$ cat src/rtl/reg_scoreboard.sv
// Purpose: per-register in-flight write tracker between decode and writeback; raises RAW/WAW stalls.
// Latency: issue_ready/stall are same-cycle combinational; busy_vector/pending_total/err_sticky one cycle later.
// Backpressure: decode is held via issue_ready/stall; retire is never backpressured.
// Optional: define REG_SCOREBOARD_STATS_EN to build the saturating stall_cycles counter.
module reg_scoreboard #(
  parameter int NUM_REGS    = 32,
  parameter int ADDR_W      = 5,
  parameter int MAX_PENDING = 3
) (
  input  logic                clock,
  input  logic                reset,
  input  logic                issue_valid,
  input  logic [ADDR_W-1:0]   issue_rs1,
  input  logic                issue_rs1_used,
  input  logic [ADDR_W-1:0]   issue_rs2,
  input  logic                issue_rs2_used,
  input  logic [ADDR_W-1:0]   issue_rd,
  input  logic                issue_rd_we,
  output logic                issue_ready,
  output logic                stall,
  input  logic                retire_valid,
  input  logic [ADDR_W-1:0]   retire_rd,
  input  logic                flush,
  output logic [NUM_REGS-1:0] busy_vector,
  output logic [7:0]          pending_total,
  output logic                err_sticky,
  output logic [31:0]         stall_cycles
);

  localparam int CNT_W = $clog2(MAX_PENDING + 1);
  localparam logic [CNT_W-1:0] CNT_MAX = CNT_W'(MAX_PENDING);

  // Outstanding-write count per register; entry 0 is held at zero (x0 is never tracked).
  logic [CNT_W-1:0] cnt     [NUM_REGS];
  logic [CNT_W-1:0] cnt_nxt [NUM_REGS];
  logic [NUM_REGS-1:0] busy_nxt;
  logic [7:0] pending_nxt;

  logic dec;
  logic inc;
  logic underflow;
  logic overflow;
  logic [CNT_W-1:0] eff_rs1;
  logic [CNT_W-1:0] eff_rs2;
  logic [CNT_W-1:0] eff_rd;
  logic raw1;
  logic raw2;
  logic waw;

  // Hazard detection using counts that already see this cycle's retire (regfile write-then-read bypass).
  always_comb begin
    dec       = retire_valid & (retire_rd != '0) & (cnt[retire_rd] != '0);
    underflow = retire_valid & (retire_rd != '0) & (cnt[retire_rd] == '0);

    eff_rs1 = cnt[issue_rs1] - CNT_W'(dec & (retire_rd == issue_rs1));
    eff_rs2 = cnt[issue_rs2] - CNT_W'(dec & (retire_rd == issue_rs2));
    eff_rd  = cnt[issue_rd]  - CNT_W'(dec & (retire_rd == issue_rd));

    raw1 = issue_rs1_used & (issue_rs1 != '0) & (eff_rs1 != '0);
    raw2 = issue_rs2_used & (issue_rs2 != '0) & (eff_rs2 != '0);
    waw  = issue_rd_we    & (issue_rd  != '0) & (eff_rd == CNT_MAX);

    issue_ready = ~(raw1 | raw2 | waw) & ~flush;
    stall       = issue_valid & ~issue_ready;

    inc = issue_valid & issue_ready & issue_rd_we & (issue_rd != '0);
    // Unreachable while the WAW check holds; kept as a guard so a counter never wraps silently.
    overflow = inc & (cnt[issue_rd] == CNT_MAX) & ~(dec & (retire_rd == issue_rd));
  end

  // Next-state counters: an issue and a retire on the same register cancel out.
  always_comb begin
    busy_nxt    = '0;
    pending_nxt = pending_total + {7'd0, inc} - {7'd0, dec};
    for (int r = 0; r < NUM_REGS; r++) begin
      cnt_nxt[r] = cnt[r];
      if (r == 0) begin
        cnt_nxt[r] = '0;
      end else begin
        if ((inc & (issue_rd == ADDR_W'(r))) && !(dec & (retire_rd == ADDR_W'(r)))) begin
          cnt_nxt[r] = cnt[r] + CNT_W'(1);
        end else if ((dec & (retire_rd == ADDR_W'(r))) && !(inc & (issue_rd == ADDR_W'(r)))) begin
          cnt_nxt[r] = cnt[r] - CNT_W'(1);
        end
        busy_nxt[r] = (cnt_nxt[r] != '0);
      end
    end
  end

  // State update: reset beats flush, flush discards this cycle's issue/retire and leaves err_sticky alone.
  always_ff @(posedge clock) begin
    if (reset) begin
      for (int r = 0; r < NUM_REGS; r++) cnt[r] <= '0;
      busy_vector   <= '0;
      pending_total <= '0;
      err_sticky    <= 1'b0;
    end else if (flush) begin
      for (int r = 0; r < NUM_REGS; r++) cnt[r] <= '0;
      busy_vector   <= '0;
      pending_total <= '0;
    end else begin
      for (int r = 0; r < NUM_REGS; r++) cnt[r] <= cnt_nxt[r];
      busy_vector   <= busy_nxt;
      pending_total <= pending_nxt;
      if (underflow | overflow) err_sticky <= 1'b1;
    end
  end

`ifdef REG_SCOREBOARD_STATS_EN
  // Saturating count of stalled cycles; survives flush, cleared only by reset.
  always_ff @(posedge clock) begin
    if (reset) begin
      stall_cycles <= '0;
    end else if (!flush && stall && (stall_cycles != 32'hFFFF_FFFF)) begin
      stall_cycles <= stall_cycles + 32'd1;
    end
  end
`else
  assign stall_cycles = 32'd0;
`endif

endmodule

$ cat config.mk
export PLATFORM = sky130hd
export DESIGN_NAME = reg_scoreboard
export DESIGN_NICKNAME = d
export VERILOG_FILES = /design/src/rtl/reg_scoreboard.sv
export SDC_FILE = /design/constraint.sdc
export NUM_CORES = 1
export LEC_CHECK = 0
export CORE_UTILIZATION = 59
export CTS_CLUSTER_DIAMETER = 200
export DETAILED_ROUTE_END_ITERATION = 10
export GPL_TIMING_DRIVEN = 0
export PLACE_DENSITY = 0.83
export SETUP_SLACK_MARGIN = 0.05
export SYNTH_ARGS = -nofsm -noshare
export SYNTH_HDL_FRONTEND = slang
export SYNTH_SLANG_ARGS = --single-unit
$ cat constraint.sdc
create_clock -name clock -period 6.6 [get_ports clock]
set_input_delay 0.66 -clock clock [delete_from_list [all_inputs] [get_ports clock]]
set_output_delay 0.66 -clock clock [all_outputs]
set_load 0.03 [all_outputs]
---- Yosys cells after proc, flatten, opt, wreduce, memory -nomap -nowiden ----
Memories as Yosys holds them, arrays and structs flattened.
Cells that the tools add are included.
operators by class
  eq/ne operators ......................... 67
  multiplexer cells ....................... 134
  add/subtract/negate cells ............... 67
  bitwise logic cells ..................... 153
  reductions and logical operators ........ 165
operator list
  cell                                                 number
  2-to-1 mux 2 bit                                     126
  equality test 5 bit, second input constant           32
  AND 1 bit                                            82
  equality test 5 x 4 -> 1 bit, second input constant  16
  nonzero test 2 bit                                   34
  bitwise OR 1 bit                                     67
  adder 2 x 1 -> 2 bit, second input constant          31
  logical AND 1 bit                                    62
  logical NOT 1 bit                                    62
  subtractor 2 x 1 -> 2 bit, second input constant     31
  equality test 5 x 3 -> 1 bit, second input constant  8
  equality test 5 x 2 -> 1 bit, second input constant  4
  nonzero test 5 bit                                   4
  equality test 5 bit                                  3
  equality test 5 x 1 -> 1 bit, second input constant  2
  adder 8 x 1 -> 8 bit                                 1
  2-to-1 mux 1 bit                                     8
  subtractor 8 x 1 -> 8 bit                            1
  subtractor 2 x 1 -> 2 bit                            3
  equality test 2 bit, second input constant           2
  NOT 1 bit                                            4
  logical NOT 2 bit                                    1
  AND reduction 2 bit                                  1
  OR reduction 2 bit                                   1
storage, ports and cells
  input port bits ......................... 28
  word-level logic and storage cells ...... 591
  memories kept ........................... 1
  output and inout port bits .............. 75
  flip-flop bits (word level) ............. 41
  RAM bits ................................ 64
memory list
  name  words  bits a word  read ports  clocked after Yosys merged registers in  wr ports  line  source
  cnt   32     2            35          0                                        32        34    logic [CNT_W-1:0] cnt [NUM_REGS];

---- Logic depth before layout (Yosys ltp) ----
Gate-level depths: netlist of the first run.
  word-level depth ........................ 20
  depth in mapped cells ................... 27
  depth with buffers taken out ............ 24

---- Worst setup path before layout of the first run ----
OpenSTA, ideal clock, no wires.
  kind .................................... input-to-reg
  from .................................... input port issue_rd[0]
  to ...................................... register pending_total[6]
  cell stages on the path ................. 24
  path slack .............................. 0.735 ns
  data required time ...................... 6.472 ns
  path buffers ............................ 3
  data arrival time ....................... 5.738 ns
  library setup time ...................... 0.128 ns
  path through ............................ buf_4 > buf_1 > mux4_2 > mux4_2 > mux2i_1 > ha_1 > nor2_1 > nand2_1 > mux2i_4 > or3_1 > buf_4 > nor2_1 > nand2_1 > ha_1 > inv_1 > ha_1 > fa_1 > a21o_1 > a21o_1 > a21oi_1 > nor2_1 > nor2_1 > xor2_1 > nor2_1
between the ends
  longest elaborated chain between the ends .. 13
  elaborated cells on any way between the ends .. 16
  classes of those cells .................. add/sub: 3; eq/ne: 2; bitwise: 9; reduce/logical: 1; memory: 1
ends and longest elaborated chain
  item                                                                              line  source
  start, declared                                                                   17    input logic [ADDR_W-1:0] issue_rd,
  parallel branches: the longest is 4 deep, another holds memory read (32 x 2 bit)  -
  AND 1 bit *                                                                       61    waw = issue_rd_we & (issue_rd != '0) & (eff_rd == CNT_MAX);
  bitwise OR 1 bit *                                                                63    issue_ready = ~(raw1 | raw2 | waw) & ~flush;
  NOT 1 bit *                                                                       63
  AND 1 bit *                                                                       63
  named net issue_ready                                                             19    output logic issue_ready,
  AND 1 bit * (3 in a row)                                                          66    inc = issue_valid & issue_ready & issue_rd_we & (issue_rd != '0);
  adder 8 x 1 -> 8 bit *                                                            74    pending_nxt = pending_total + {7'd0, inc} - {7'd0, dec};
  subtractor 8 x 1 -> 8 bit *                                                       74
  end signal, assigned                                                              104   pending_total <= pending_nxt;
  end, declared                                                                     25    output logic [7:0] pending_total,
Mark *: on every way through the listed nets, which the timed path passes.
A chain may end at the register's enable or synchronous reset.

---- Final worst setup path of the first run ----
  from .................................... input port retire_rd[1]
  to ...................................... register pending_total[7]
between the ends
  longest elaborated chain between the ends .. 16
  elaborated cells on any way between the ends .. 29
  classes of those cells .................. add/sub: 5; eq/ne: 4; bitwise: 15; reduce/logical: 4; memory: 1
ends and longest elaborated chain
  item                                                            line    source
  start, declared                                                 22      input logic [ADDR_W-1:0] retire_rd,
  memory read (32 x 2 bit) or nonzero test 5 bit (tied branches)  -
  nonzero test 2 bit or AND 1 bit (tied branches)                 52      dec = retire_valid & (retire_rd != '0) & (cnt[retire_rd] != '0);
  AND 1 bit                                                       52
  AND 1 bit, on equally long branches                             55, 56
  subtractor 2 x 1 -> 2 bit, on equally long branches             55, 56
  nonzero test 2 bit, on equally long branches                    59, 60
  AND 1 bit, on equally long branches                             59, 60
  bitwise OR 1 bit (2 in a row)                                   63
  NOT 1 bit                                                       63
  AND 1 bit                                                       63
  AND 1 bit (3 in a row)                                          66
  adder 8 x 1 -> 8 bit                                            74
  subtractor 8 x 1 -> 8 bit *                                     74
Mark *: on every way between the ends. The rest lies on a longest branch, timed or not.

==> flow_summary.ini, run 1 <==
[run_status]
status = finished, final reports clean

[final_layout]
layout_common_cells = conb_1 (95), nor2_1 (94), nand2_1 (68)
fin_area_um2 = 11300
area_growth_pct = 15.2
final_common_cell = conb_1
layout-drive-gt1-share_pct = 13.3
fillers = 1237
nets = 1307
insertedDiodeCount = 0

[sta]
clock_skew_ns = 0.0164
relSlewSlack_pct = 18.3
final.setup.tns_ns = 0
fmax_mhz = 161
drv_slew = 0
setup_violations = 0
finalCriticalPeriod_ns = 6.21
hold_viol = 0
rsz0062_at_grt = no
worstMarginPinSlew_ns = 1.22
fin_crit_sh_pct = 94.1

[placed_design]
gp_congestion = 1.05
dp.final_hpwl_um = 26000
place_area_um2 = 11000
port_buffers = 58

[clock_network]
clock_path_buffers = 2
htreeDepth = 3
cts.clk_slew.worst_paths_ns = 0.08
cts.sinks = 102
tritoncts = done
cts_made_buffers = 9
cts_root_buf = clkbuf_16
clock_latency_ns = 0.38
cts_hold_buf = 0

[flow_run]
cap_violations = 0

[synth]
netlist_instances = 1108
yosysWarnings = 0
synth_edf_count = 62
syn_area_um2 = 9840
async_flop_share_pct = 0
ys_ff_latch = 102
seq_area_frac_synth_pct = 27.1
ys_types = 93
ys.flop_type = edfxtp_1
syn_avg_cell_area_um2 = 8.88

[critical_path]
crit_type = in -> reg
crit_fanout = 10
crit_required_ns = 6.84
startpoint_type = input pin
endpoint_kind = flip-flop
arrival_ns = 6.45

[route]
drc = 0
drtPass1Iterations = 5
drtAntennaViolNets = 0
vias_per_cell = 6.47
num_vias = 9641
wire_per_inst_um = 23.1
drt_iter0_markers = 1242
wirelength_um = 34400

[global_route]
met2_usage_pct = 59.4
grtUsageMet3_pct = 11.1
grt_antenna_before_repair = 1
first_global_vias = 8979
grt_max_degree = 20
grt_overflow = 0
track_usage_pct = 39.4
grt_pass1_wl_um = 51500
use_met1_pct = 50.3
top_usage_layer = met2

[floorplanning]
die_w_um = 131
dieArea_um2 = 17200
std_cell_rows = 46
core_area_um2 = 16100
pin_count = 103
fp.dieH_um = 131
initial_core_util_pct = 61.3

[power]
vdd_ir_drop_max_v = 0.000154
p_leak_nw = 4.29
powerDensity_nw_per_um2 = 171

[worst_hold_path]
hp-class = reg -> reg
sequential cells by signal, summed over array words and instances, names as in the netlist:
name,cells
cnt,62
err_sticky,1
busy_vector,31
pending_total,8
power breakdown:
part,switching (mW),leakage (nW),total [mW],internal [mW]
registers,0.0303,0.967,0.748,0.718
clock network,0.259,0.143,0.540,0.281
logic,0.410,3.18,0.655,0.245
total,0.699,4.29,1.94,1.24
synthesized netlist by cell type, types with 4 or more instances:
cell type  number  area share [%]
a211oi_1       23             1.8
mux2_2          9             1.0
a21o_1         10            0.76
nand2b_1        8            0.51
nor2b_1        22             1.4
a21oi_1        29             1.5
ha_1            9             1.1
o22ai_1         4            0.25
dfxtp_1        40             8.1
or2_2           6            0.38
mux4_2         27             6.2
and2_1         14            0.89
nor4_1          8            0.51
o2111ai_1       4            0.36
a211o_1        19             1.7
nand3_1        52             2.6
buf_1          10            0.38
nand4_1        20             1.3
o311a_1         7            0.71
or3_1          23             1.5
xor2_1         28             2.5
nor3b_1        13            0.99
o311ai_0        4            0.36
and4_1          6            0.53
o21ai_0        23             1.2
a2111oi_4       5             1.4
a31oi_1         8            0.51
o211ai_1        6            0.46
nor2_1         94             3.6
mux2i_1        64             6.5
xnor2_1        42             3.7
xnor3_1         5             1.1
o31ai_1         8            0.61
edfxtp_1       62              19
o21a_1          6            0.46
inv_1          24            0.92
clkbuf_1       63             2.4
buf_2          27             1.4
nor3_1         45             2.3
nand2_1        68             2.6
a221oi_1        7            0.62
and3_1         17             1.1
buf_4          45             3.4
a21boi_0        5            0.38
a22oi_1        10            0.76
cell type report:
type                            instances  area, um2  share of cell area (%)
Multi-Input combinational cell        923       6640                    58.6
Sequential cell                       102       2660                    23.5
Buffer                                149        788                    6.96
Timing Repair Buffer                   59        588                    5.19
Tap cell                              216        270                    2.39
Clock buffer                           12        258                    2.27
Inverter                               25       93.8                   0.828
Clock inverter                          4       28.8                   0.254
repair_timing:
action,4_1_cts,5_1_grt
setup buffers,0,1
gates resized for setup,1,2
hold endpoints to repair,0,0
endpoints found under the setup margin,2,4
stage by stage:
stage	setup slack (ns)	utilization (%)	instances	hold WS (ns)	power, mW
3_3_place_gp	-0.395	68.7	1475	0.519	1.38
5_1_grt	0.0521	70.6	1490	0.586	2.00
3_5_place_dp	-0.529	68.7	1475	0.530	1.39
4_1_cts	0.0658	70.5	1490	0.540	1.92
2_1_floorplan	0.735	-	1201	0.572	1.21
6_report	0.391	70.6	1490	0.549	1.94
metal layers:
metal  share of wire [%]  wire (um)
met5                   0          0
met1                  38      13100
met3                  13       4350
met2                  44      15000
met4                 5.3       1830
critical path, stage by stage:
cell	delay, ns
clkdlybuf4s50_1	0.56
buf_4	0.23
buf_4	0.21
buf_2	0.32
o2111ai_1	0.16
and4b_1	0.24
a211o_2	0.40
nor4_1	0.39
ha_1	0.31
or3_1	0.39
mux2i_4	0.23
or3_1	0.14
buf_4	0.19
nor2_1	0.11
nand2_1	0.13
ha_1	0.15
inv_1	0.06
ha_1	0.27
a21o_1	0.16
a21o_1	0.19
a21o_1	0.17
a21oi_1	0.21
o21bai_1	0.09
a21oi_1	0.23
xnor2_1	0.17
nor2_1	0.06
worst paths after layout:
check	start	endpoint	slack, ns	depth (start not counted)
max	retire_rd[1]	pending_total[7]	0.39	26
min	err_sticky	err_sticky	0.55	2
min reg2reg	err_sticky	err_sticky	0.55	2
max reg2reg	cnt[24][1]	pending_total[7]	0.87	24
cell families after synthesis:
logic type      Yosys count  share of synthesized area, %
fa+ha+maj                10                          1.35
xor+xnor                 76                          7.54
mux                     103                          14.3
compound gates          216                          17.7
buf+inv                 176                          9.04
flops                   102                          27.1
simple gates            423                          22.9
other cells               2                        0.0763
Note: power is estimated with default switching activity, not from simulation.
==> run 2, diff against run 1 <==
--- a/config.mk
+++ b/config.mk
@@ -5,11 +5,13 @@
 export SDC_FILE = /design/constraint.sdc
 export NUM_CORES = 1
 export LEC_CHECK = 0
+export CAP_MARGIN = 25
 export CORE_UTILIZATION = 59
 export CTS_CLUSTER_DIAMETER = 200
 export DETAILED_ROUTE_END_ITERATION = 10
 export GPL_TIMING_DRIVEN = 0
 export PLACE_DENSITY = 0.83
+export REMOVE_ABC_BUFFERS = 1
 export SETUP_SLACK_MARGIN = 0.05
 export SYNTH_ARGS = -nofsm -noshare
 export SYNTH_HDL_FRONTEND = slang
==> run 2 against run 1 <==
Against the previous run:
- via count down 7.2%
- largest cell class unchanged
- sequential power up 4.9%
- fmax down 1.5%
- register-to-register slack worse by 0.08 ns
- cell count down 8.6%
- design area down 4.1%
- worst hold slack better by 0.0037 ns
- total power down 1.6%
==> flow_summary.ini, run 2 (synthesis results as in run 1) <==
[run_status]
status = finished, final reports clean

[sta]
hold_viol = 0
rsz0062_at_grt = no
relSlewSlack_pct = 25.8
whs_ns = 0.553
final.setup.tns_ns = 0
worstMarginPinSlew_ns = 1.11
fmax_mhz = 159
fin_crit_sh_pct = 95.5
setup_violations = 0
clock_skew_ns = 0.00963
finalCriticalPeriod_ns = 6.30
drv_slew = 0

[final_layout]
final_common_cell = conb_1
layout_common_cells = conb_1 (95), nor2_1 (93), nand2_1 (68)
fillers = 1260
seqCellArea_um2 = 2660
top_regs = cnt (62), busy_vector (31), pending_total (8)
nets = 1179
layout-drive-gt1-share_pct = 8.99
area_growth_pct = 10.5
top_register = cnt
insertedDiodeCount = 0
multi_input_area_um2 = 6660
fin_area_um2 = 10900
fin_util_pct = 67.7
largest_register_ffs = 62

[floorplanning]
pin_count = 103
core_area_um2 = 16100
fp.dieH_um = 131
std_cell_rows = 46
initial_core_util_pct = 61.3
dieArea_um2 = 17200
die_w_um = 131

[route]
wire_per_inst_um = 20.5
num_vias = 8950
wl_met1_um = 11400
drtPass1Iterations = 7
routed-wl-met2_um = 12600
drc = 0
drtAntennaViolNets = 0
highest_layer = met4
drt_iter0_markers = 1189
vias_per_cell = 6.57
dr_wl_met3_um = 2840
wirelength_um = 27900

[critical_path]
crit_required_ns = 6.81
r2r_cells = 23
path_depth = 23
path_common_cell = nor2_1
crit_chain = clkdlybuf4s50_1, nor3_1, nand2_1, nand2_1, a211o_2, nor4_1, ha_1, or3_1, mux2i_4, or3_4, nor2_1, nand2_1, ha_1, inv_1, ha_1, fa_1, a21o_1, a21o_1, a21oi_1, nor2_1, nor2_1, xor2_1, nor2_1
crit_type = in -> reg
arrival_ns = 6.52
crit_fanout = 19
cp_num_buf_inv = 2
crit_family = simple AND/OR/NAND/NOR gates
max_stage_delay_ns = 1.21
startpoint_type = input pin
endpoint_kind = flip-flop
slowest_stage = clkdlybuf4s50_1

[placed_design]
port_buffers = 69
gp_congestion = 0.969
place_area_um2 = 10500
dp.final_hpwl_um = 19800

[clock_network]
clock_path_buffers = 2
tritoncts = done
cts_made_buffers = 9
clock_latency_ns = 0.36
cts.clk_slew.worst_paths_ns = 0.07
cts.sinks = 102
htreeDepth = 3
cts_root_buf = clkbuf_16
cts_hold_buf = 0

[flow_run]
cap_violations = 0

[global_route]
first_global_vias = 7956
grt_antenna_before_repair = 0
grt_overflow = 0
grt_max_degree = 75
grt_pass1_wl_um = 43500
track_usage_pct = 32.1

[power]
powerDensity_nw_per_um2 = 176
p_leak_nw = 3.97
vdd_ir_drop_max_v = 0.000169

[worst_hold_path]
hp-class = reg -> reg
hold_path_depth = 2
==> run 2: cell count changes in the layout (fill, tap and decap cells not counted), sizes merged <==
cell           before  now
buf                84   10
clkbuf             78   17
inv                27   25
clkdlybuf4s50      58   64
dlymetal6s2s        0    1
clkinv              2    0
dlygate4sd2         0    2
bufinv              0    1
clkdlybuf4s15       0    1
==> run 2: metal layers <==
layer	GRT usage [%]	vias to the layer above
met5	0	-
met4	16.9	0
met3	4.98	74
met2	49.0	521
met1	44.0	4309
li1	-	4046
==> run 2: repair_timing <==
item / CTS / global route
hold endpoints to repair: 0 / 0
pin swaps: 0 / 0
resized for setup: 8 / 2
endpoints found under the setup margin: 9 / 2
buffers inserted: 1 / 0
==> run 2: cell type report <==
class                   count  share of cell area, %
repair buffers             80                   8.16
well taps                 216                   2.49
flip-flops and latches    102                   24.5
clock inverters             1                  0.276
multi-input cells         923                   61.2
inverters                  25                  0.863
clock buffers              15                   2.47
==> run 2: final timing paths <==
check	to	from	slack (ns)
worst max register to register	pending_total[6]	cnt[25][0]	0.79
worst min-delay path	err_sticky	err_sticky	0.55
worst min register to register	err_sticky	err_sticky	0.55
worst max-delay path	pending_total[6]	retire_rd[4]	0.30
==> run 2: worst reg2reg max path: cells and delay by family (launching register included) <==
kind	cells	cell delay, ns
adder cells (fa/ha/maj)	4	1.18
flip-flops	1	0.59
AO/OA/AOI/OAI	5	1.18
XOR/XNOR	1	0.17
multiplexers	2	0.57
buffers and inverters	1	0.04
AND/OR/NAND/NOR	10	1.91
==> run 2: power by group <==
| part | switching, mW | internal [mW] |
|---|---|---|
| Combinational | 0.338 | 0.226 |
| Clock | 0.243 | 0.319 |
| Sequential | 0.0653 | 0.719 |
| Total | 0.647 | 1.26 |
==> run 2: per-stage QoR <==
| stage | total power [mW] | setup slack (ns) | std cells |
|---|---|---|---|
| floorplan | 1.14 | 0.845 | 1050 |
| global placement | 1.32 | -1.13 | 1335 |
| detailed placement | 1.34 | -1.13 | 1342 |
| CTS | 1.90 | 0.184 | 1359 |
| global route | 1.98 | 0.0691 | 1362 |
| finish | 1.91 | 0.298 | 1362 |
